[config.mk]
export PLATFORM = sky130hd
export DESIGN_NAME = frame_line_feeder
export DESIGN_NICKNAME = d
export VERILOG_FILES = /design/src/rtl/feeder_pkg.sv /design/src/rtl/feeder_line_store.sv /design/src/rtl/frame_line_feeder.sv
export SDC_FILE = /design/constraint.sdc
export NUM_CORES = 1
export LEC_CHECK = 0
export CAP_MARGIN = 0
export CORE_MARGIN = 2
export CORE_UTILIZATION = 50
export CTS_BUF_LIST = sky130_fd_sc_hd__clkbuf_4 sky130_fd_sc_hd__clkbuf_8 sky130_fd_sc_hd__clkbuf_16
export DETAILED_ROUTE_END_ITERATION = 16
export HOLD_SLACK_MARGIN = 0.15
export PLACE_DENSITY = 0.74
export SYNTH_ARGS = -nofsm -noshare
export SYNTH_HDL_FRONTEND = slang
export SYNTH_SLANG_ARGS = --single-unit
[constraint.sdc]
create_clock -name axi_clk -period 2.05 [get_ports axi_clk]
set_clock_uncertainty 0.2 [all_clocks]
set_input_delay 0.41 -clock axi_clk [delete_from_list [all_inputs] [get_ports axi_clk]]
set_output_delay 0.41 -clock axi_clk [all_outputs]
set_load 0.05 [all_outputs]
[src/rtl/feeder_pkg.sv]
// feeder_pkg: shared definitions for frame_line_feeder and its line store.
// Holds the pacing FSM encoding, counter width helper and pad-word builder.
package feeder_pkg;

  typedef enum logic [2:0] {
    ST_IDLE      = 3'd0,
    ST_PRIME     = 3'd1,
    ST_WAIT_INTR = 3'd2,
    ST_LINE      = 3'd3,
    ST_PAD       = 3'd4,
    ST_DRAIN     = 3'd5,
    ST_DONE      = 3'd6
  } feeder_state_e;

  // Widest pixel word the pad-word builder can produce.
  localparam int unsigned PAD_WORD_MAX_W = 256;

  // Counter width able to index n distinct values (never below one bit).
  function automatic int unsigned cnt_width(input int unsigned n);
    return (n <= 32'd1) ? 32'd1 : $clog2(n);
  endfunction

  // PAD_VALUE copied into every channel slot, channel 0 in the LSBs.
  function automatic logic [PAD_WORD_MAX_W-1:0] replicate_pad(
    input int unsigned pad_value,
    input int unsigned pixel_size,
    input int unsigned channels
  );
    logic [PAD_WORD_MAX_W-1:0] word;
    word = '0;
    for (int unsigned i = 0; i < pixel_size * channels; i++) begin
      if (i < PAD_WORD_MAX_W) begin
        word[i] = pad_value[i % pixel_size];
      end else begin
        word = word;
      end
    end
    return word;
  endfunction

endpackage

[src/rtl/feeder_line_store.sv]
// feeder_line_store: one-line single-port RAM used to replay the last real
// line as bottom padding. A single address counter serves both the write
// pass and the replay pass; the read word for the next address is fetched
// every non-write cycle so the current word is always ready in rd_data_o.
module feeder_line_store
  import feeder_pkg::*;
#(
  parameter int unsigned DEPTH = 512,
  parameter int unsigned WIDTH = 8
) (
  input  logic             clk_i,
  input  logic             rst_ni,
  input  logic             wr_en_i,
  input  logic             rd_adv_i,
  input  logic             clear_i,
  input  logic [WIDTH-1:0] wr_data_i,
  output logic [WIDTH-1:0] rd_data_o
);

  localparam int unsigned ADDR_W = cnt_width(DEPTH);
  localparam logic [ADDR_W-1:0] LAST_ADDR = ADDR_W'(DEPTH - 1);

  logic [WIDTH-1:0]  mem_q [DEPTH];
  logic [ADDR_W-1:0] addr_q;
  logic [ADDR_W-1:0] addr_d;
  logic [WIDTH-1:0]  rd_data_q;

  // Address walks forward on every write or replayed word and wraps per line.
  always_comb begin
    addr_d = addr_q;
    if (clear_i) begin
      addr_d = '0;
    end else if (wr_en_i || rd_adv_i) begin
      addr_d = (addr_q == LAST_ADDR) ? '0 : addr_q + ADDR_W'(1);
    end else begin
      addr_d = addr_q;
    end
  end

  // Address register.
  always_ff @(posedge clk_i or negedge rst_ni) begin
    if (!rst_ni) begin
      addr_q <= '0;
    end else begin
      addr_q <= addr_d;
    end
  end

  // Single port: write the passing pixel, otherwise prefetch the next word.
  always_ff @(posedge clk_i) begin
    if (wr_en_i) begin
      mem_q[addr_q] <= wr_data_i;
    end else begin
      rd_data_q <= mem_q[addr_d];
    end
  end

  assign rd_data_o = rd_data_q;

endmodule

[src/rtl/frame_line_feeder.sv]
// frame_line_feeder: paces an upstream pixel stream into image_processing_core.
// Primes PRIME_LINES lines, then releases one line per rising edge of intr,
// appends PAD_LINES padding lines and waits for IMG_HEIGHT*LINE_LENGTH core
// outputs before pulsing frame_done.
// Build option: define REPLICATE_PAD_EN to pad by replaying the last real
// line instead of emitting PAD_VALUE.
module frame_line_feeder
  import feeder_pkg::*;
#(
  parameter int unsigned LINE_LENGTH = 512,
  parameter int unsigned IMG_HEIGHT  = 512,
  parameter int unsigned PIXEL_SIZE  = 8,
  parameter int unsigned CHANNELS    = 1,
  parameter int unsigned PRIME_LINES = 4,
  parameter int unsigned PAD_LINES   = 2,
  parameter int unsigned PAD_VALUE   = 0
) (
  input  logic                                         axi_clk,
  input  logic                                         axi_rst_n,
  input  logic                                         start,
  input  logic [PIXEL_SIZE*CHANNELS-1:0]               pixel_in,
  input  logic                                         pixel_vin,
  output logic                                         feeder_ready,
  output logic [PIXEL_SIZE*CHANNELS-1:0]               pixel_out,
  output logic                                         pixel_vout,
  input  logic                                         core_ready,
  input  logic                                         intr,
  input  logic                                         core_vout,
  output logic                                         busy,
  output logic                                         frame_done,
  output logic [$clog2(IMG_HEIGHT+PAD_LINES+1)-1:0]    lines_sent
);

  localparam int unsigned PIX_W        = PIXEL_SIZE * CHANNELS;
  localparam int unsigned PIX_CNT_W    = cnt_width(LINE_LENGTH);
  localparam int unsigned LINES_W      = $clog2(IMG_HEIGHT + PAD_LINES + 1);
  localparam int unsigned PAD_CNT_W    = cnt_width(PAD_LINES + 1);
  localparam int unsigned TOTAL_OUT    = IMG_HEIGHT * LINE_LENGTH;
  localparam int unsigned OUT_CNT_W    = cnt_width(TOTAL_OUT + 1);
  localparam int unsigned PRIME_TARGET = (IMG_HEIGHT < PRIME_LINES) ? IMG_HEIGHT : PRIME_LINES;
  localparam logic [PIX_CNT_W-1:0] LAST_PIX = PIX_CNT_W'(LINE_LENGTH - 1);

  feeder_state_e        state_q, state_d;
  logic [PIX_CNT_W-1:0] pix_cnt_q, pix_cnt_d;
  logic [LINES_W-1:0]   lines_q, lines_d;
  logic [PAD_CNT_W-1:0] pad_cnt_q, pad_cnt_d;
  logic [OUT_CNT_W-1:0] out_cnt_q, out_cnt_d;
  logic                 pending_q, pending_d;
  logic                 seg_last_q, seg_last_d;
  logic                 intr_q;
  logic [PIX_W-1:0]     pixel_out_q, pixel_out_d;
  logic                 pixel_vout_q, pixel_vout_d;
  logic                 busy_q, busy_d;
  logic                 frame_done_q, frame_done_d;

  logic             load_s, up_beat_s, pad_beat_s, beat_s, line_end_s;
  logic             intr_edge_s, seg_state_s, count_out_s;
  logic [PIX_W-1:0] pad_data_s, data_s;

  // The output register may take a new word when empty or being drained.
  assign load_s       = !pixel_vout_q || core_ready;
  assign feeder_ready = ((state_q == ST_PRIME) || (state_q == ST_LINE)) && load_s && !seg_last_q;
  assign up_beat_s    = feeder_ready && pixel_vin;
  assign pad_beat_s   = (state_q == ST_PAD) && load_s && !seg_last_q;
  assign beat_s       = up_beat_s || pad_beat_s;
  assign line_end_s   = beat_s && (pix_cnt_q == LAST_PIX);
  assign intr_edge_s  = intr && !intr_q;
  assign seg_state_s  = (state_q == ST_PRIME) || (state_q == ST_LINE) || (state_q == ST_PAD);
  assign count_out_s  = (state_q != ST_IDLE) && (state_q != ST_DONE) && core_vout &&
                        (out_cnt_q != OUT_CNT_W'(TOTAL_OUT));
  assign data_s       = up_beat_s ? pixel_in : pad_data_s;

`ifdef REPLICATE_PAD_EN
  logic store_wr_s, store_clear_s;

  assign store_wr_s    = up_beat_s && (lines_q == LINES_W'(IMG_HEIGHT - 1));
  assign store_clear_s = (state_q == ST_IDLE) || (state_q == ST_WAIT_INTR);

  feeder_line_store #(
    .DEPTH (LINE_LENGTH),
    .WIDTH (PIX_W)
  ) u_line_store (
    .clk_i     (axi_clk),
    .rst_ni    (axi_rst_n),
    .wr_en_i   (store_wr_s),
    .rd_adv_i  (pad_beat_s),
    .clear_i   (store_clear_s),
    .wr_data_i (pixel_in),
    .rd_data_o (pad_data_s)
  );
`else
  localparam logic [PAD_WORD_MAX_W-1:0] PAD_FULL = replicate_pad(PAD_VALUE, PIXEL_SIZE, CHANNELS);
  localparam logic [PIX_W-1:0]          PAD_WORD = PAD_FULL[PIX_W-1:0];

  assign pad_data_s = PAD_WORD;
`endif

  // Pacing FSM: next state, line/pad/output counters and output-register load.
  always_comb begin
    state_d      = state_q;
    pix_cnt_d    = pix_cnt_q;
    lines_d      = lines_q;
    pad_cnt_d    = pad_cnt_q;
    out_cnt_d    = out_cnt_q;
    pending_d    = pending_q;
    seg_last_d   = seg_last_q;
    pixel_out_d  = pixel_out_q;
    pixel_vout_d = pixel_vout_q;

    if (beat_s) begin
      pixel_out_d = data_s;
    end else begin
      pixel_out_d = pixel_out_q;
    end

    if (load_s) begin
      pixel_vout_d = beat_s;
    end else begin
      pixel_vout_d = pixel_vout_q;
    end

    if (line_end_s) begin
      pix_cnt_d = '0;
      lines_d   = lines_q + LINES_W'(1);
    end else if (beat_s) begin
      pix_cnt_d = pix_cnt_q + PIX_CNT_W'(1);
    end else begin
      pix_cnt_d = pix_cnt_q;
    end

    if (seg_state_s && intr_edge_s) begin
      pending_d = 1'b1;
    end else begin
      pending_d = pending_q;
    end

    if (count_out_s) begin
      out_cnt_d = out_cnt_q + OUT_CNT_W'(1);
    end else begin
      out_cnt_d = out_cnt_q;
    end

    case (state_q)
      ST_IDLE: begin
        if (start) begin
          state_d    = ST_PRIME;
          pix_cnt_d  = '0;
          lines_d    = '0;
          pad_cnt_d  = '0;
          out_cnt_d  = '0;
          pending_d  = 1'b0;
          seg_last_d = 1'b0;
        end else begin
          state_d = ST_IDLE;
        end
      end
      ST_PRIME: begin
        if (line_end_s && (lines_q == LINES_W'(PRIME_TARGET - 1))) begin
          if (IMG_HEIGHT < PRIME_LINES) begin
            state_d = (PAD_LINES != 32'd0) ? ST_PAD : ST_DRAIN;
          end else begin
            seg_last_d = 1'b1;
            state_d    = ST_WAIT_INTR;
          end
        end else begin
          state_d = ST_PRIME;
        end
      end
      ST_WAIT_INTR: begin
        if (pending_q || intr_edge_s) begin
          pending_d  = 1'b0;
          seg_last_d = 1'b0;
          if (lines_q < LINES_W'(IMG_HEIGHT)) begin
            state_d = ST_LINE;
          end else if (pad_cnt_q < PAD_CNT_W'(PAD_LINES)) begin
            state_d = ST_PAD;
          end else begin
            state_d = ST_DRAIN;
          end
        end else begin
          state_d = ST_WAIT_INTR;
        end
      end
      ST_LINE: begin
        if (line_end_s) begin
          seg_last_d = 1'b1;
          state_d    = ST_WAIT_INTR;
        end else begin
          state_d = ST_LINE;
        end
      end
      ST_PAD: begin
        if (line_end_s) begin
          pad_cnt_d  = pad_cnt_q + PAD_CNT_W'(1);
          seg_last_d = 1'b1;
          state_d    = ST_WAIT_INTR;
        end else begin
          state_d = ST_PAD;
        end
      end
      ST_DRAIN: begin
        if (out_cnt_q == OUT_CNT_W'(TOTAL_OUT)) begin
          state_d = ST_DONE;
        end else begin
          state_d = ST_DRAIN;
        end
      end
      ST_DONE: begin
        state_d = ST_IDLE;
      end
      default: begin
        state_d = ST_IDLE;
      end
    endcase

    busy_d       = (state_d != ST_IDLE) && (state_d != ST_DONE);
    frame_done_d = (state_d == ST_DONE);
  end

  // State, counters, intr edge history and registered outputs.
  always_ff @(posedge axi_clk or negedge axi_rst_n) begin
    if (!axi_rst_n) begin
      state_q      <= ST_IDLE;
      pix_cnt_q    <= '0;
      lines_q      <= '0;
      pad_cnt_q    <= '0;
      out_cnt_q    <= '0;
      pending_q    <= 1'b0;
      seg_last_q   <= 1'b0;
      intr_q       <= 1'b0;
      pixel_out_q  <= '0;
      pixel_vout_q <= 1'b0;
      busy_q       <= 1'b0;
      frame_done_q <= 1'b0;
    end else begin
      state_q      <= state_d;
      pix_cnt_q    <= pix_cnt_d;
      lines_q      <= lines_d;
      pad_cnt_q    <= pad_cnt_d;
      out_cnt_q    <= out_cnt_d;
      pending_q    <= pending_d;
      seg_last_q   <= seg_last_d;
      intr_q       <= intr;
      pixel_out_q  <= pixel_out_d;
      pixel_vout_q <= pixel_vout_d;
      busy_q       <= busy_d;
      frame_done_q <= frame_done_d;
    end
  end

  assign pixel_out  = pixel_out_q;
  assign pixel_vout = pixel_vout_q;
  assign busy       = busy_q;
  assign frame_done = frame_done_q;
  assign lines_sent = lines_q;

endmodule

==> impl_metrics.toml <==
[critical_path]
worstPathArrival_ns = 2.12
crit_top_cell = "ha_4"
crit_type = "flop to flop"
cp_cell_sequence = "ha_4 -> nand3_4 -> nor2_4 -> ha_4 -> o2111ai_4 -> or4_1 -> a21oi_1"
cp.depth = 7
crit_family = "simple AND/OR/NAND/NOR gates"
crit_fanout = 6
worst_r2r_path_depth = 7
critPathSlowestCell = "or4_1"
crit_buf_inv = 0
crit_path_end_kind = "flop"
required_ns = 2.11
crit_path_start_kind = "flop"
slowest_delay_ns = 0.52

[synthesis]
ys_ff_latch = 57
syn_inst = 325
yosysUniqueCellTypes = 51
synth.avg_cell_area_um2 = 9.59
synth_nets = 345
yosysSeqAreaShare_pct = 45.7
netlist_area_um2 = 3120
synth_edf_count = 0
ys_warn_count = 0
synth_flop_cell = "dfrtp_1"
async_flop_share_pct = 100

[min_path]
worst_hold_path_type = "flop to flop"
min_path_cells = 1

[power_and_ir_drop]
leakage_uw = 0.00193
power.density_nw_per_um2 = 773
vdd_drop_max_v = 0.000581

[sta]
worstMarginPinSlew_ns = 0.437
setup_viol = 1
finalCriticalPeriod_ns = 2.06
fin_ws_ns = -0.0113
relSlewSlack_pct = 70.9
drv_slew = 0
finalHoldViolCount = 0
rsz0062_at_grt = "true"
fmax_ghz = 0.485
post-route-period-util_pct = 101

[floorplan]
die_h_um = 83.0
start_util_pct = 52.0
io_pins = 37
die_w_um = 83.0
rows = 28
coreArea_um2 = 5990
dieArea_um2 = 6880

[placement]
hpwl_mm = 5.76
gp_congestion = 0.877
dp.cells = 480
portBuffers = 36

[cells_and_area]
fin_util_pct = 72.2
drive_above_1_share_pct = 32.4
area_growth_pct = 38.6
finalNetCount = 445
stdcell_count = 504
antenna_cells = 0

[grt]
overflow = 0
top_usage_layer = "met2"
met1_usage_pct = 35.4
grt_pass1_wl_mm = 14.1
antenna_found_initial = 0
met2_usage_pct = 38.5
grtUsageMet3_pct = 6.66
grt_pass1_vias = 2938
grtUsageTotal_pct = 25.1
grt_max_degree = 41

[route]
drc = 0
drtPass1Iterations = 5
wire_per_inst_um = 16.3
dr.first_iter.drc_count = 233
final_antenna_net_count = 0
wl_mm = 8.24
vias = 3006
viasPerCell = 5.96

[clock_network]
clock_latency_ns = 0.34
cts-buffers-inserted = 9
cts-root-buf = "clkbuf_8"
cts_tree = "done"
cts.sinks = 57
cts_max_level = 3
clkTransAtPathRegs_ns = 0.07
cts_buffer_depth = 2

[run_status]
violations = "negative setup slack"
status = "finished, violations left"

[flow_run]
drv_cap = 0
[synthesized netlist by cell type, types with 2 or more instances]
cell type  count  area share [%]
nand4_1       10             2.0
o21ai_1        2            0.32
nor3_1         7             1.1
or2_2          2            0.40
or3_1         14             2.8
o21ai_0       16             2.6
o2111ai_1      2            0.56
xor2_1         5             1.4
and3_1         5             1.0
nand3_1       23             3.7
or4_1         11             2.6
dfrtp_1       57              46
a22o_1         8             2.2
clkbuf_1       9             1.1
and4_1         8             2.2
ha_1           5             2.0
nor2_1        17             2.0
inv_1         11             1.3
buf_1          2            0.24
o22ai_1        4            0.80
nor2b_1        3            0.60
buf_2          5            0.80
nand2b_1       4            0.80
o211ai_1       6             1.4
o221a_2        2            0.72
a21oi_1       25             4.0
nand2_1       16             1.9
mux2i_1       10             3.2
o31ai_1       11             2.6
nor4_1         4            0.80
[worst register-to-register path, delay by kind of cell, from the launching register on]
kind / cells / cell delay (ns)
fa+ha+maj: 2 / 0.35
compound gates: 2 / 0.34
simple gates: 3 / 0.69
flops: 1 / 0.40
[layout by cell type (no fill, tap or decap), types with 2 or more instances in the layout]
cell and instances:
dfrtp_1 53, o211ai_1 6, xor2_1 5, nand2b_1 3, buf_6 3, buf_4 84
a21oi_1 23, nor4_1 4, mux2i_1 10, nor3_1 5, o221a_2 2, a21oi_2 2
ha_1 3, clkinv_2 5, o2111ai_1 2, and3_1 3, nand4_1 10, dfrtp_2 4
o22ai_1 4, nand2_1 16, nand3_1 22, ha_4 2, a22o_1 8, clkbuf_8 10
or3_1 13, nor2b_1 2, buf_12 3, o21ai_0 15, clkdlybuf4s50_1 13, nor2_1 16
and4_1 8, o21ai_2 2, or4_1 10, or2_2 2, o31ai_1 11, inv_1 11
[registers in the layout, indices dropped and copies added, names as in the netlist]
signal      cells
busy            1
frame_done      1
intr_q          1
lines_sent     10
out_cnt_q      19
pad_cnt_q       2
pending_q       1
pix_cnt_q       9
pixel_out       8
pixel_vout      1
seg_last_q      1
state_q         3
[routing by layer]
layer | part of all wire, % | up-vias
li1 | - | 1449
met1 | 47 | 1456
met2 | 46 | 89
met3 | 6.4 | 12
met4 | 1.1 | 0
met5 | 0 | -
[power breakdown]
group | switching, uW | leakage [uW] | internal, uW | total, uW
Sequential | 117 | 0.000736 | 1280 | 1390
Clock | 441 | 0.0000921 | 469 | 910
Combinational | 536 | 0.00110 | 503 | 1040
Total | 1090 | 0.00193 | 2250 | 3340
[cell families after synthesis]
kind of cell | after synthesis | share of synthesized area, %
flops | 57 | 45.7
compound gates | 84 | 17.7
fa+ha+maj | 5 | 2.01
mux | 11 | 3.57
buf+inv | 29 | 3.81
simple gates | 132 | 24.9
xor+xnor | 7 | 2.21
[path summary, 6_finish.rpt]
| path | start | endpoint | slack [ns] |
|---|---|---|---|
| max in group asynchronous | axi_rst_n | state_q[0]$_DFF_PN0_ | 0.73 |
| hold / removal | pixel_out[5]$_DFFE_PN0N_ | pixel_out[5]$_DFFE_PN0N_ | 0.30 |
| setup / recovery | pix_cnt_q[0]$_DFF_PN0_ | lines_sent[7]$_DFF_PN0_ | -0.01 |
| hold reg to reg | pixel_out[5]$_DFFE_PN0N_ | pixel_out[5]$_DFFE_PN0N_ | 0.30 |
| min in group asynchronous | axi_rst_n | pad_cnt_q[0]$_DFFE_PN0P_ | 0.35 |
| setup reg to reg | pix_cnt_q[0]$_DFF_PN0_ | lines_sent[7]$_DFF_PN0_ | -0.01 |
[final cells by class]
class | instances | area (um2)
clock inverter | 4 | 20.0
timing repair buffer | 105 | 870
inverter | 12 | 46.3
sequential | 57 | 1430
multi-input combinational | 240 | 1720
clock buffer | 11 | 145
fill | 433 | 1670
tap | 75 | 93.8
[repair_timing]
| action | 4_1_cts | 5_1_grt |
|---|---|---|
| pin swaps | 11 | 12 |
| setup buffers | 5 | 2 |
| hold buffers | 1 | 0 |
| hold endpoints to repair | 17 | 0 |
| cloned | 1 | 0 |
| resized for setup | 13 | 17 |
| endpoints found under the setup margin | 24 | 39 |
[per-stage QoR]
step / hold slack (ns) / area [um2] / setup TNS (ns) / worst slack (ns) / power (uW)
finish: 0.303 / 4320 / -0.0113 / -0.0113 / 3340
global route: 0.327 / 4320 / -0.522 / -0.0795 / 3530
CTS: 0.305 / 4240 / -0.0743 / -0.0434 / 3310
detailed placement: 0.176 / 3960 / -8.00 / -0.260 / 2340
global placement: 0.172 / 3960 / -7.15 / -0.223 / 2300
floorplan: -0.0856 / 3140 / 0 / 0.0201 / 1890
Note: power is estimated with default switching activity, not from simulation.
